`src/rtl/fc_ctrl.sv`:
```
// Fully-connected layer sequencer: streams inputs/weights to the MAC and writes each neuron result to e0~e4.
// Optional FC_CYCLE_CNT_EN adds a 20-bit pass cycle counter output fc_cycle_cnt.
module fc_ctrl #(
    parameter int unsigned WEIGHT_ADDR_WIDTH = 15,
    parameter int unsigned IN_ADDR_NUM       = 20,
    parameter int unsigned OUT_NUM           = 120,
    parameter int unsigned MAC_LATENCY       = 3,
    parameter int unsigned WEIGHT_BASE       = 0
) (
    input  logic                         clk,
    input  logic                         srstn,
    input  logic                         fc_start,
    input  logic                         mem_sel,
    output logic [9:0]                   sram_raddr_c,
    output logic [9:0]                   sram_raddr_d,
    output logic [WEIGHT_ADDR_WIDTH-1:0] sram_raddr_weight,
    output logic                         data_sel,
    output logic                         mac_clear,
    output logic                         mac_en,
    input  logic [7:0]                   fc_result,
    output logic                         sram_write_enable_e0,
    output logic                         sram_write_enable_e1,
    output logic                         sram_write_enable_e2,
    output logic                         sram_write_enable_e3,
    output logic                         sram_write_enable_e4,
    output logic [3:0]                   sram_bytemask_e,
    output logic [9:0]                   sram_waddr_e,
    output logic [7:0]                   sram_wdata_e,
    output logic                         busy,
    output logic                         fc_done
`ifdef FC_CYCLE_CNT_EN
    ,
    output logic [19:0]                  fc_cycle_cnt
`endif
);

    localparam int unsigned ADDR_W = 10;
    localparam int unsigned I_W    = 10;
    localparam int unsigned O_W    = 9;
    localparam logic [I_W-1:0] I_LAST = I_W'(IN_ADDR_NUM - 1);
    localparam logic [O_W-1:0] O_LAST = O_W'(OUT_NUM - 1);

    typedef enum logic [1:0] {IDLE, RUN, DRAIN, DONE} state_t;

    state_t state, state_nxt;

    logic [I_W-1:0] i_cnt, i_nxt;
    logic [O_W-1:0] o_cnt, o_nxt;
    logic [WEIGHT_ADDR_WIDTH-1:0] w_nxt;
    logic           sel_nxt;
    logic [ADDR_W-1:0] raddr_c_nxt, raddr_d_nxt;
    logic           mac_en_nxt, mac_clear_nxt;
    logic           start_acc, issue, last_issue, tag_in;

    // Last-element tag and neuron index delayed until the neuron's result is valid
    logic           tag_sr [MAC_LATENCY];
    logic [O_W-1:0] o_sr   [MAC_LATENCY];
    logic [O_W-1:0] wo;
    logic [2:0]     wr_bank;

    logic [4:0]        we_q, we_nxt;
    logic [3:0]        mask_nxt;
    logic [ADDR_W-1:0] waddr_nxt;
    logic              wr_act, wr_last, wr_act_nxt, wr_last_nxt;
    logic              busy_nxt, done_nxt;

    assign start_acc  = (state == IDLE) && fc_start;
    assign issue      = (state == RUN);
    assign last_issue = issue && (i_cnt == I_LAST) && (o_cnt == O_LAST);
    assign tag_in     = issue && (i_cnt == I_LAST);
    assign wo         = o_sr[MAC_LATENCY-1];
    assign wr_bank    = 3'((wo >> 2) % O_W'(5));

    always_ff @(posedge clk) begin
        if (srstn) state <= IDLE;
        else       state <= state_nxt;
    end

    always_comb begin
        state_nxt = state;
        case (state)
            IDLE:    if (fc_start) state_nxt = RUN;
            RUN:     if (last_issue) state_nxt = DRAIN;
            DRAIN:   if (wr_act && wr_last) state_nxt = DONE;
            DONE:    state_nxt = IDLE;
            default: state_nxt = IDLE;
        endcase
    end

    always_comb begin
        i_nxt       = i_cnt;
        o_nxt       = o_cnt;
        w_nxt       = sram_raddr_weight;
        sel_nxt     = data_sel;
        raddr_c_nxt = '0;
        raddr_d_nxt = '0;
        we_nxt      = 5'h1F;
        mask_nxt    = 4'hF;
        waddr_nxt   = sram_waddr_e;
        wr_act_nxt  = 1'b0;
        wr_last_nxt = 1'b0;
        if (start_acc) begin
            i_nxt   = '0;
            o_nxt   = '0;
            w_nxt   = WEIGHT_ADDR_WIDTH'(WEIGHT_BASE);
            sel_nxt = mem_sel;
        end else if (issue) begin
            if (i_cnt == I_LAST) begin
                i_nxt = '0;
                o_nxt = o_cnt + O_W'(1);
            end else begin
                i_nxt = i_cnt + I_W'(1);
            end
            w_nxt = sram_raddr_weight + WEIGHT_ADDR_WIDTH'(1);
        end
        // Only the selected bank set sees the element address; the other stays parked at 0
        if (state_nxt == RUN) begin
            if (sel_nxt) raddr_d_nxt = ADDR_W'(i_nxt);
            else         raddr_c_nxt = ADDR_W'(i_nxt);
        end
        mac_en_nxt    = issue;
        mac_clear_nxt = issue && (i_cnt == '0);
        if (tag_sr[MAC_LATENCY-1]) begin
            we_nxt      = ~(5'(1) << wr_bank);
            mask_nxt    = ~(4'(1) << wo[1:0]);
            waddr_nxt   = ADDR_W'(wo / O_W'(20));
            wr_act_nxt  = 1'b1;
            wr_last_nxt = (wo == O_LAST);
        end
        busy_nxt = (state_nxt != IDLE);
        done_nxt = (state_nxt == DONE);
    end

    always_ff @(posedge clk) begin
        if (srstn) begin
            i_cnt             <= '0;
            o_cnt             <= '0;
            sram_raddr_c      <= '0;
            sram_raddr_d      <= '0;
            sram_raddr_weight <= '0;
            data_sel          <= 1'b0;
            mac_en            <= 1'b0;
            mac_clear         <= 1'b0;
            we_q              <= 5'h1F;
            sram_bytemask_e   <= 4'hF;
            sram_waddr_e      <= '0;
            wr_act            <= 1'b0;
            wr_last           <= 1'b0;
            busy              <= 1'b0;
            fc_done           <= 1'b0;
            for (int unsigned j = 0; j < MAC_LATENCY; j++) begin
                tag_sr[j] <= 1'b0;
                o_sr[j]   <= '0;
            end
        end else begin
            i_cnt             <= i_nxt;
            o_cnt             <= o_nxt;
            sram_raddr_c      <= raddr_c_nxt;
            sram_raddr_d      <= raddr_d_nxt;
            sram_raddr_weight <= w_nxt;
            data_sel          <= sel_nxt;
            mac_en            <= mac_en_nxt;
            mac_clear         <= mac_clear_nxt;
            we_q              <= we_nxt;
            sram_bytemask_e   <= mask_nxt;
            sram_waddr_e      <= waddr_nxt;
            wr_act            <= wr_act_nxt;
            wr_last           <= wr_last_nxt;
            busy              <= busy_nxt;
            fc_done           <= done_nxt;
            tag_sr[0]         <= tag_in;
            o_sr[0]           <= o_cnt;
            for (int unsigned j = 1; j < MAC_LATENCY; j++) begin
                tag_sr[j] <= tag_sr[j-1];
                o_sr[j]   <= o_sr[j-1];
            end
        end
    end

    // Result is valid in the write cycle itself, so data bypasses the control registers
    assign sram_wdata_e         = wr_act ? fc_result : 8'h00;
    assign sram_write_enable_e0 = we_q[0];
    assign sram_write_enable_e1 = we_q[1];
    assign sram_write_enable_e2 = we_q[2];
    assign sram_write_enable_e3 = we_q[3];
    assign sram_write_enable_e4 = we_q[4];

`ifdef FC_CYCLE_CNT_EN
    always_ff @(posedge clk) begin
        if (srstn)          fc_cycle_cnt <= '0;
        else if (start_acc) fc_cycle_cnt <= '0;
        else if (busy)      fc_cycle_cnt <= fc_cycle_cnt + 20'(1);
    end
`endif

endmodule

```
`config.mk`:
```
export PLATFORM = sky130hd
export DESIGN_NAME = fc_ctrl
export DESIGN_NICKNAME = d
export VERILOG_FILES = /design/src/rtl/fc_ctrl.sv
export SDC_FILE = /design/constraint.sdc
export NUM_CORES = 1
export LEC_CHECK = 0
export BUFFER_PORTS_ARGS = -buffer_cell sky130_fd_sc_hd__buf_2
export CAP_MARGIN = 20
export CORE_MARGIN = 2
export CORE_UTILIZATION = 25
export DETAILED_ROUTE_END_ITERATION = 8
export GPL_ROUTABILITY_DRIVEN = 1
export PLACE_DENSITY_LB_ADDON = 0.08
export SLEW_MARGIN = 20
export SYNTH_ARGS = -nofsm -noshare
export SYNTH_HDL_FRONTEND = slang
export SYNTH_SLANG_ARGS = --single-unit
```
`constraint.sdc`:
```
create_clock -name clk -period 2.1 [get_ports clk]
set_input_delay 0.105 -clock clk [delete_from_list [all_inputs] [get_ports clk]]
set_output_delay 0.105 -clock clk [all_outputs]
set_load 0.01 [all_outputs]
```
==> reports/results.ini, run 1 <==
[power]
clkPwrFrac_pct = 44.4
p_sw_mw = 0.848
p_int_mw = 3.04
p_per_area_nw_per_um2 = 730
p_leak_nw = 2.15
seqPwrFrac_pct = 52.7
ir_drop_uv = 381
p_comb_share_pct = 2.9
p_sw_share_pct = 21.8

[global_route]
gr-total-overflow = 0
grt_pass1_wl_mm = 16.4
grt_max_degree = 37
grt_pass1_vias = 3298
antenna_found_initial = 1
track_usage_pct = 11.4

[yosys]
syn_avg_cell_area_um2 = 8.97
synthCells = 483
ys_async_sr_fraction_pct = 0
seq_area_frac_synth_pct = 49.4
yosysWarnings = 0
ys_ff_latch = 107
netlist_area_um2 = 4330
synth.distinct_cells = 54
synth_flop_cell = dfxtp_1
synth_edf_count = 0

[routing]
avgViaCountPerCell = 4.33
num_vias = 3426
wl_per_cell_um = 12.9
wl_met1_mm = 5.06
drc_errors = 0
first_iter_violations = 204
wl_mm = 10.2
dr.max_layer_used = met4
firstDrtPassIters = 4
antenna_left = 0
met3_length_um = 507
wl_met2_mm = 4.44

[cts]
cts_tree = done
clkTransAtPathRegs_ns = 0.07
clock-sinks = 107
ctsRootBufferMaster = clkbuf_16
numCtsBuffers = 9
ctsHoldBuffers = 0
clock_latency_ns = 0.35
cts_max_level = 3
post_cts.repair.setup_buffers = 0
clk_path_buf_depth = 2

[sta]
fin_crit_ns = 1.94
setup_violations = 0
skew_ns = 0.00840
fin_ws_ns = 0.158
worstMarginPinSlew_ns = 0.528
tns_ns = 0
period_share_pct = 92.5
timing.fmax_ghz = 0.515
hold_viol = 0
grt_setup_unrepaired = false
drv_slew = 0
slew_headroom_pct = 64.3

[worst_setup_path]
cp.depth = 6
crit_type = flop to flop
cp_max_fo = 7
critPathLaunchType = flop
cp_cell_sequence = and2b_1, a32o_1, a221oi_1, o21a_1, mux2_2, nand3_1
max_stage_delay_ns = 0.40
critPathTopFamily = compound AO/OA/AOI/OAI gates
slowest_stage = dfxtp_2
required_ns = 2.38
cp-end-kind = flop
reg2reg_depth = 6
cp.buffers_inverters = 0
worstPathArrival_ns = 2.23

[placed_design]
dp.cells = 777
hpwlAfterDp_mm = 7.44
place_ws_ns = 0.0900
gp_congestion = 0.815
io_buffers = 73

[die]
die_area_um2 = 18400
fp-row-count = 48
io_pins = 79
die_y_um = 136
dieWidth_um = 136
start_util_pct = 25.3
core-area_um2 = 17100

[finish]
fin_util_pct = 31.1
multiInputGateArea_um2 = 1990
syn_to_final_growth_pct = 22.7
n_antenna_cell = 0
regArea_um2 = 2150
layout-drive-gt1-share_pct = 22.6
fillers = 1841
fin_nets = 579
stdcell_count = 792

[worst_hold_path]
min_delay_path_depth = 2
hold_class = input port to flop

[outcome]
status = completed

[job]
max_cap_viol_count = 0

[cell usage in the layout (no fill, tap or decap), types with 3 or more instances in the layout]
cell and count:
dfxtp_1 102, nor2_1 77, buf_2 73, nor2b_1 34
nand2_1 30, a21oi_1 26, buf_4 25, xor2_1 19
and2_1 12, inv_1 11, xnor2_1 11, nand4_1 11
nand3_1 11, o21ai_0 11, nand2b_1 9, clkbuf_16 9
nor3_1 7, or3_1 6, conb_1 5, dfxtp_2 5
mux2i_1 4, a211oi_1 4, ha_1 4, nor3b_1 3
and3_1 3, o22ai_1 3, a221oi_1 3, and4_1 3
or2_2 3, o211ai_1 3
[what timing repair did]
item                                    in CTS  in global routing
gates resized for setup                      2                  5
cloned                                       0                  0
endpoints found under the setup margin       1                  6
[cells in the mapped netlist, types with 4 or more instances]
cell type / instances / area share, %
nand2b_1: 9 / 1.3
inv_1: 11 / 0.95
a211oi_1: 4 / 0.69
nor3_1: 7 / 0.81
mux2i_1: 4 / 0.92
xnor2_1: 11 / 2.2
dfxtp_1: 107 / 49
nand3_1: 11 / 1.3
buf_2: 8 / 0.92
nor2b_1: 35 / 5.1
and2_1: 12 / 1.7
nand2_1: 30 / 2.6
nor2_1: 77 / 6.7
clkbuf_1: 15 / 1.3
a21oi_1: 26 / 3.0
buf_4: 7 / 1.2
nand4_1: 11 / 1.6
xor2_1: 19 / 3.8
o21ai_0: 11 / 1.3
ha_1: 4 / 1.2
or3_1: 6 / 0.87
[flip-flops by register name, indices dropped and copies added, names as in the netlist, 5 cells and up]
register	count
o_cnt	9
sram_raddr_weight	15
we_q	5
sram_raddr_c	10
sram_raddr_d	10
i_cnt	10
sram_waddr_e	5
o_sr	27
[worst reg2reg max path, stage by stage (launching register included)]
cell,delay [ns]
dfxtp_2,0.40
and2b_1,0.24
a32o_1,0.27
a221oi_1,0.27
o21a_1,0.26
mux2_2,0.37
nand3_1,0.06
[cell type report]
type                    count  area share [%]
multi-input cells         336            37.5
repair buffers             98            10.4
flip-flops and latches    107            40.4
well taps                 225            5.29
clock buffers              10            4.49
clock inverters             5            1.18
inverters                  11           0.776
[power groups by stage]
stage | Clock (mW) | Combinational (mW) | Sequential, mW
CTS | 1.81 | 0.115 | 2.05
floorplan | 0 | 0.0744 | 2.10
finish | 1.73 | 0.111 | 2.05
detailed placement | 0 | 0.115 | 2.10
global placement | 0 | 0.114 | 2.10
global route | 1.88 | 0.129 | 2.05
[through the flow]
step / hold WS [ns] / area [um^2] / total power [mW]
after floorplan: 0.285 / 4350 / 2.17
after global placement: 0.406 / 5010 / 2.21
after detailed placement: 0.406 / 5010 / 2.21
after CTS: 0.0262 / 5310 / 3.97
after global routing: 0.0719 / 5320 / 4.06
final: 0.0425 / 5320 / 3.89
[final timing paths]
kind,start,end,slack (ns)
setup / recovery,o_sr[0][23],we_q[2],0.16
hold / removal,srstn,data_sel,0.04
setup reg to reg,o_sr[0][23],we_q[2],0.16
hold reg to reg,o_sr[0][16],o_sr[0][25],0.42
[metal layers]
metal	track usage, %	vias up
met5	0	-
met2	17.4	86
met3	2.36	19
met1	15.7	1558
met4	5.09	0
li1	-	1763
[logic make-up after synthesis]
kind of cell	share of synthesized area [%]
other	0.0865
XOR/XNOR	6.81
AND/OR/NAND/NOR	26.5
buffers and inverters	4.99
multiplexers	1.44
AO/OA/AOI/OAI	9.58
flip-flops	49.4
adder cells (fa/ha/maj)	1.15
Power figures use the tool's default switching activity.
==> run 2: changes to the inputs <==
PLACE_DENSITY_LB_ADDON = 0.15   (was 0.08)
SLEW_MARGIN = default   (was 20)
==> run 2 against run 1 <==
Effect of this change:
- design area grew 0.68%
- critical path depth is the same
- clock skew grew 0.0018 ns
- worst hold slack gained 0.0033 ns
- clock-buffer cell count grew 1
- routed wire length shrank 5.7%
- via count grew 0.23%
- maximum frequency grew 0.93%
==> reports/results.ini, run 2 (synthesis gave the netlist of run 1 again) <==
[sta]
fin_crit_ns = 1.92  ; -0.0179 ns
fin_hold_ws_ns = 0.0457  ; +0.00328 ns
period_share_pct = 91.6  ; -0.85 points
skew_ns = 0.0102  ; +0.00181 ns
drv_slew = 0  ; unchanged
grt_setup_unrepaired = false
tns_ns = 0  ; unchanged
setup_violations = 0  ; unchanged
timing.fmax_ghz = 0.520  ; +0.93%
fin_ws_ns = 0.176  ; +0.0179 ns
hold_viol = 0  ; unchanged

[cts]
clock-sinks = 107  ; unchanged
clk_path_buf_depth = 2  ; unchanged
numCtsBuffers = 9  ; unchanged
clock_latency_ns = 0.35  ; about the same
cts_max_level = 3  ; unchanged
ctsRootBufferMaster = clkbuf_16
cts_tree = done
clkTransAtPathRegs_ns = 0.07  ; about the same

[outcome]
status = completed

[worst_hold_path]
hold_class = input port to flop

[die]
start_util_pct = 25.3  ; unchanged
die_area_um2 = 18400  ; unchanged
die_y_um = 136  ; unchanged
io_pins = 79  ; unchanged
core-area_um2 = 17100  ; unchanged
fp-row-count = 48  ; unchanged
dieWidth_um = 136  ; unchanged

[routing]
firstDrtPassIters = 4  ; unchanged
first_iter_violations = 102  ; -50%
wl_per_cell_um = 12.1  ; -6.0%
avgViaCountPerCell = 4.32  ; -0.14%
drc_errors = 0  ; unchanged
wl_mm = 9.64  ; -5.7%
num_vias = 3434  ; +0.23%
antenna_left = 0  ; unchanged

[placed_design]
gp_congestion = 0.821  ; +0.76%
io_buffers = 73  ; unchanged
place_ws_ns = 0.0589  ; -0.0311 ns
hpwlAfterDp_mm = 7.01  ; -5.7%
placed_area_um2 = 5020  ; +0.30%

[finish]
fillers = 1799  ; -2.3%
layout_common_cells = dfxtp_1 (103), nor2_1 (77), buf_2 (73)
layout-drive-gt1-share_pct = 23.2  ; +0.58 points
syn_to_final_growth_pct = 23.6
largest_register_ffs = 27  ; unchanged
top_register = o_sr
fin_nets = 581  ; +0.35%
n_antenna_cell = 0  ; unchanged
final_common_cell = dfxtp_1
design_area_um2 = 5360  ; +0.68%
reg.largest.list = o_sr (27), sram_raddr_weight (15)

[power]
total_power_mw = 3.89  ; about the same
ir_drop_uv = 433  ; +14%
p_leak_nw = 2.17  ; +1.1%
p_per_area_nw_per_um2 = 726  ; -0.60%

[job]
max_cap_viol_count = 0  ; unchanged

[global_route]
gr-total-overflow = 0  ; unchanged
grt_pass1_vias = 3184  ; -3.5%
grt_pass1_wl_mm = 15.8  ; -3.6%
antenna_found_initial = 0  ; -1
track_usage_pct = 10.9  ; -0.58 points
grt_max_degree = 25  ; -32%

[worst_setup_path]
cp_cell_sequence = and2b_1, a32o_1, a221oi_1, o21a_2, mux2_2, nand3_1
cp_max_fo = 10  ; +3
worstPathArrival_ns = 2.21  ; -0.02 ns
slowest_stage = dfxtp_2
required_ns = 2.39  ; about the same
max_stage_delay_ns = 0.38  ; -0.02 ns
cp-end-kind = flop
crit_type = flop to flop
critPathLaunchType = flop

## run 2: cell types whose count changed in the layout (fill, tap and decap cells not counted), sizes merged
cell | previous run | this run
clkbuf | 10 | 11
buf | 98 | 100
## run 2: routing by layer
layer  track usage, %  vias up  part of all wire, %
met2             16.5       80                   44
met5                0        -                    0
li1                 -     1768                    -
met4             3.88        0                  1.3
met1             14.3     1577                   49
met3             3.74        9                  5.6
## run 2: layout make-up
type                    instances  area (um^2)  share of cell area (%)
inverters                      11         41.3                   0.771
clock inverters                 5         60.1                    1.12
multi-input cells             336         2000                    37.4
clock buffers                  11          253                    4.72
repair buffers                100          568                    10.6
flip-flops and latches        107         2150                    40.1
well taps                     225          282                    5.26
## run 2: path summary, 6_finish.rpt
check                                 start                  to  slack, ns  cells past startpoint
worst min-delay path                mem_sel            data_sel       0.05                      3
worst min register to register  o_sr[0][19]  sram_bytemask_e[2]       0.41                      1
worst max-delay path            o_sr[0][25]             we_q[2]       0.18                      6
worst max register to register  o_sr[0][25]             we_q[2]       0.18                      6
## run 2: through the flow
| step | cells | utilization, % |
|---|---|---|
| after CTS | 795 | 31.2 |
| after global placement | 779 | 29.3 |
| after global routing | 795 | 31.3 |
| after floorplan | 487 | - |
| after detailed placement | 779 | 29.3 |
| final | 795 | 31.3 |
## run 2: critical path: cells and delay by family (launching register included)
family | cells | cell delay (ns)
AO/OA/AOI/OAI | 3 | 0.82
flip-flops | 1 | 0.38
multiplexers | 1 | 0.36
AND/OR/NAND/NOR | 2 | 0.30
## run 2: timing repair
action,4_1_cts,5_1_grt
buffers inserted,0,0
resized for setup,0,8
hold endpoints to repair,0,0
setup endpoints to repair,0,6
hold buffers,0,0
## run 2: power breakdown
group	switching, mW	leakage, nW	internal, mW
Clock	0.738	0.152	0.993
Combinational	0.0732	1.15	0.0360
Sequential	0.00937	0.866	2.04
Total	0.821	2.17	3.07
==> run 3: changes to the inputs <==
RECOVER_POWER = 25   (was default)
==> run 3 against run 2 <==
Effect of this change:
- design area fell by 0.40%
- critical path depth did not move
- combinational power barely moved
- die area did not move
- utilization fell by 0.12 points
- worst hold slack got worse by 0.0020 ns
- largest power group unchanged
==> reports/results.ini, run 3 (synthesis gave the netlist of run 1 again) <==
[outcome]
status = completed

[finish]
reg.largest.list = o_sr (27), sram_raddr_weight (15)
fin_nets = 581  ; unchanged
design_area_um2 = 5340  ; -0.40%
fin_util_pct = 31.2  ; -0.12 points
largest_register_ffs = 27  ; unchanged
layout_common_cells = dfxtp_1 (103), nor2_1 (77), buf_2 (59)
fillers = 1808  ; +0.50%
top_register = o_sr
final_common_cell = dfxtp_1
n_antenna_cell = 0  ; unchanged
syn_to_final_growth_pct = 23.1
layout-drive-gt1-share_pct = 20.5  ; -2.6 points
regArea_um2 = 2150  ; unchanged
multiInputGateArea_um2 = 2000  ; unchanged

[cts]
clock_latency_ns = 0.35  ; about the same
cts_max_level = 3  ; unchanged
ctsRootBufferMaster = clkbuf_16
clock-sinks = 107  ; unchanged
clk_path_buf_depth = 2  ; unchanged
ctsHoldBuffers = 0  ; unchanged
post_cts.repair.setup_buffers = 0  ; unchanged
cts_resized = 0  ; unchanged
numCtsBuffers = 9  ; unchanged
clkTransAtPathRegs_ns = 0.07  ; about the same
cts_tree = done

[worst_setup_path]
critPathLaunchType = flop
cp_max_fo = 10  ; unchanged
worstPathArrival_ns = 2.21  ; about the same
required_ns = 2.39  ; about the same
cp-end-kind = flop
crit_type = flop to flop

[placed_design]
io_buffers = 73  ; unchanged
placed_area_um2 = 5020  ; unchanged
hpwlAfterDp_mm = 7.01  ; unchanged
gp_congestion = 0.821  ; unchanged

[worst_hold_path]
hold_class = input port to flop

[die]
start_util_pct = 25.3  ; unchanged
core-area_um2 = 17100  ; unchanged
fp-row-count = 48  ; unchanged
dieWidth_um = 136  ; unchanged
die_area_um2 = 18400  ; unchanged
io_pins = 79  ; unchanged
die_y_um = 136  ; unchanged

[sta]
tns_ns = 0  ; unchanged
worstMarginPinSlew_ns = 1.10
slew_headroom_pct = 26.5
period_share_pct = 91.7  ; about the same
timing.fmax_ghz = 0.519  ; about the same
fin_hold_ws_ns = 0.0437  ; -0.00201 ns
setup_violations = 0  ; unchanged
grt_setup_unrepaired = false
hold_viol = 0  ; unchanged
fin_crit_ns = 1.93  ; +0.00124 ns
skew_ns = 0.00984  ; -0.000367 ns
drv_slew = 0  ; unchanged

[global_route]
grt_pass1_vias = 3184  ; unchanged
antenna_found_initial = 0  ; unchanged
track_usage_pct = 10.9  ; unchanged
grt_max_degree = 25  ; unchanged
gr-total-overflow = 0  ; unchanged
grt_pass1_wl_mm = 15.8  ; unchanged

[power]
p_per_area_nw_per_um2 = 728  ; +0.30%
ir_drop_uv = 434  ; +0.22%
total_power_mw = 3.88  ; about the same
p_leak_nw = 2.11  ; -2.6%

[routing]
antenna_left = 0  ; unchanged
avgViaCountPerCell = 4.33  ; +0.35%
num_vias = 3446  ; +0.35%
first_iter_violations = 108  ; +5.9%
drc_errors = 0  ; unchanged
wl_per_cell_um = 12.2  ; +0.20%
wl_mm = 9.66  ; +0.20%
firstDrtPassIters = 5  ; +1

[job]
max_cap_viol_count = 0  ; unchanged

==> run 3: critical path, cell delays in order, from the launching register on <==
cell      delay (ns)
dfxtp_2         0.38
and2b_1         0.23
a32o_1          0.27
a221oi_1        0.31
o21a_2          0.24
mux2_2          0.36
nand3_1         0.07
==> run 3: final timing paths <==
check                                 start            endpoint  slack [ns]  cells after the start
worst min-delay path                mem_sel            data_sel        0.04                      3
worst max register to register  o_sr[0][25]             we_q[2]        0.17                      6
worst min register to register  o_sr[0][19]  sram_bytemask_e[2]        0.41                      1
worst max-delay path            o_sr[0][25]             we_q[2]        0.17                      6
==> run 3: where the power goes <==
| group | switching [mW] | internal [mW] |
|---|---|---|
| combinational | 0.0729 | 0.0343 |
| clock | 0.736 | 0.993 |
| sequential | 0.00939 | 2.04 |
| total | 0.819 | 3.07 |
==> run 3: area by class of cell <==
class                   count  share of cell area, %
repair buffers            100                   10.2
flip-flops and latches    107                   40.3
well taps                 225                   5.28
inverters                  11                  0.774
multi-input cells         336                   37.5
clock buffers              11                   4.74
clock inverters             5                   1.13
==> run 3: routing by layer <==
metal | global-route usage [%] | vias up | wire length, um
li1 | - | 1767 | -
met1 | 14.3 | 1586 | 4730
met2 | 16.5 | 84 | 4240
met3 | 3.74 | 9 | 551
met4 | 3.88 | 0 | 131
met5 | 0 | - | 0
==> run 3: through the flow <==
step           cells  setup slack [ns]
6_report         795             0.174
5_1_grt          795            0.0172
4_1_cts          795            0.0508
3_5_place_dp     779            0.0589
3_3_place_gp     779            0.0752
2_1_floorplan    487             0.358
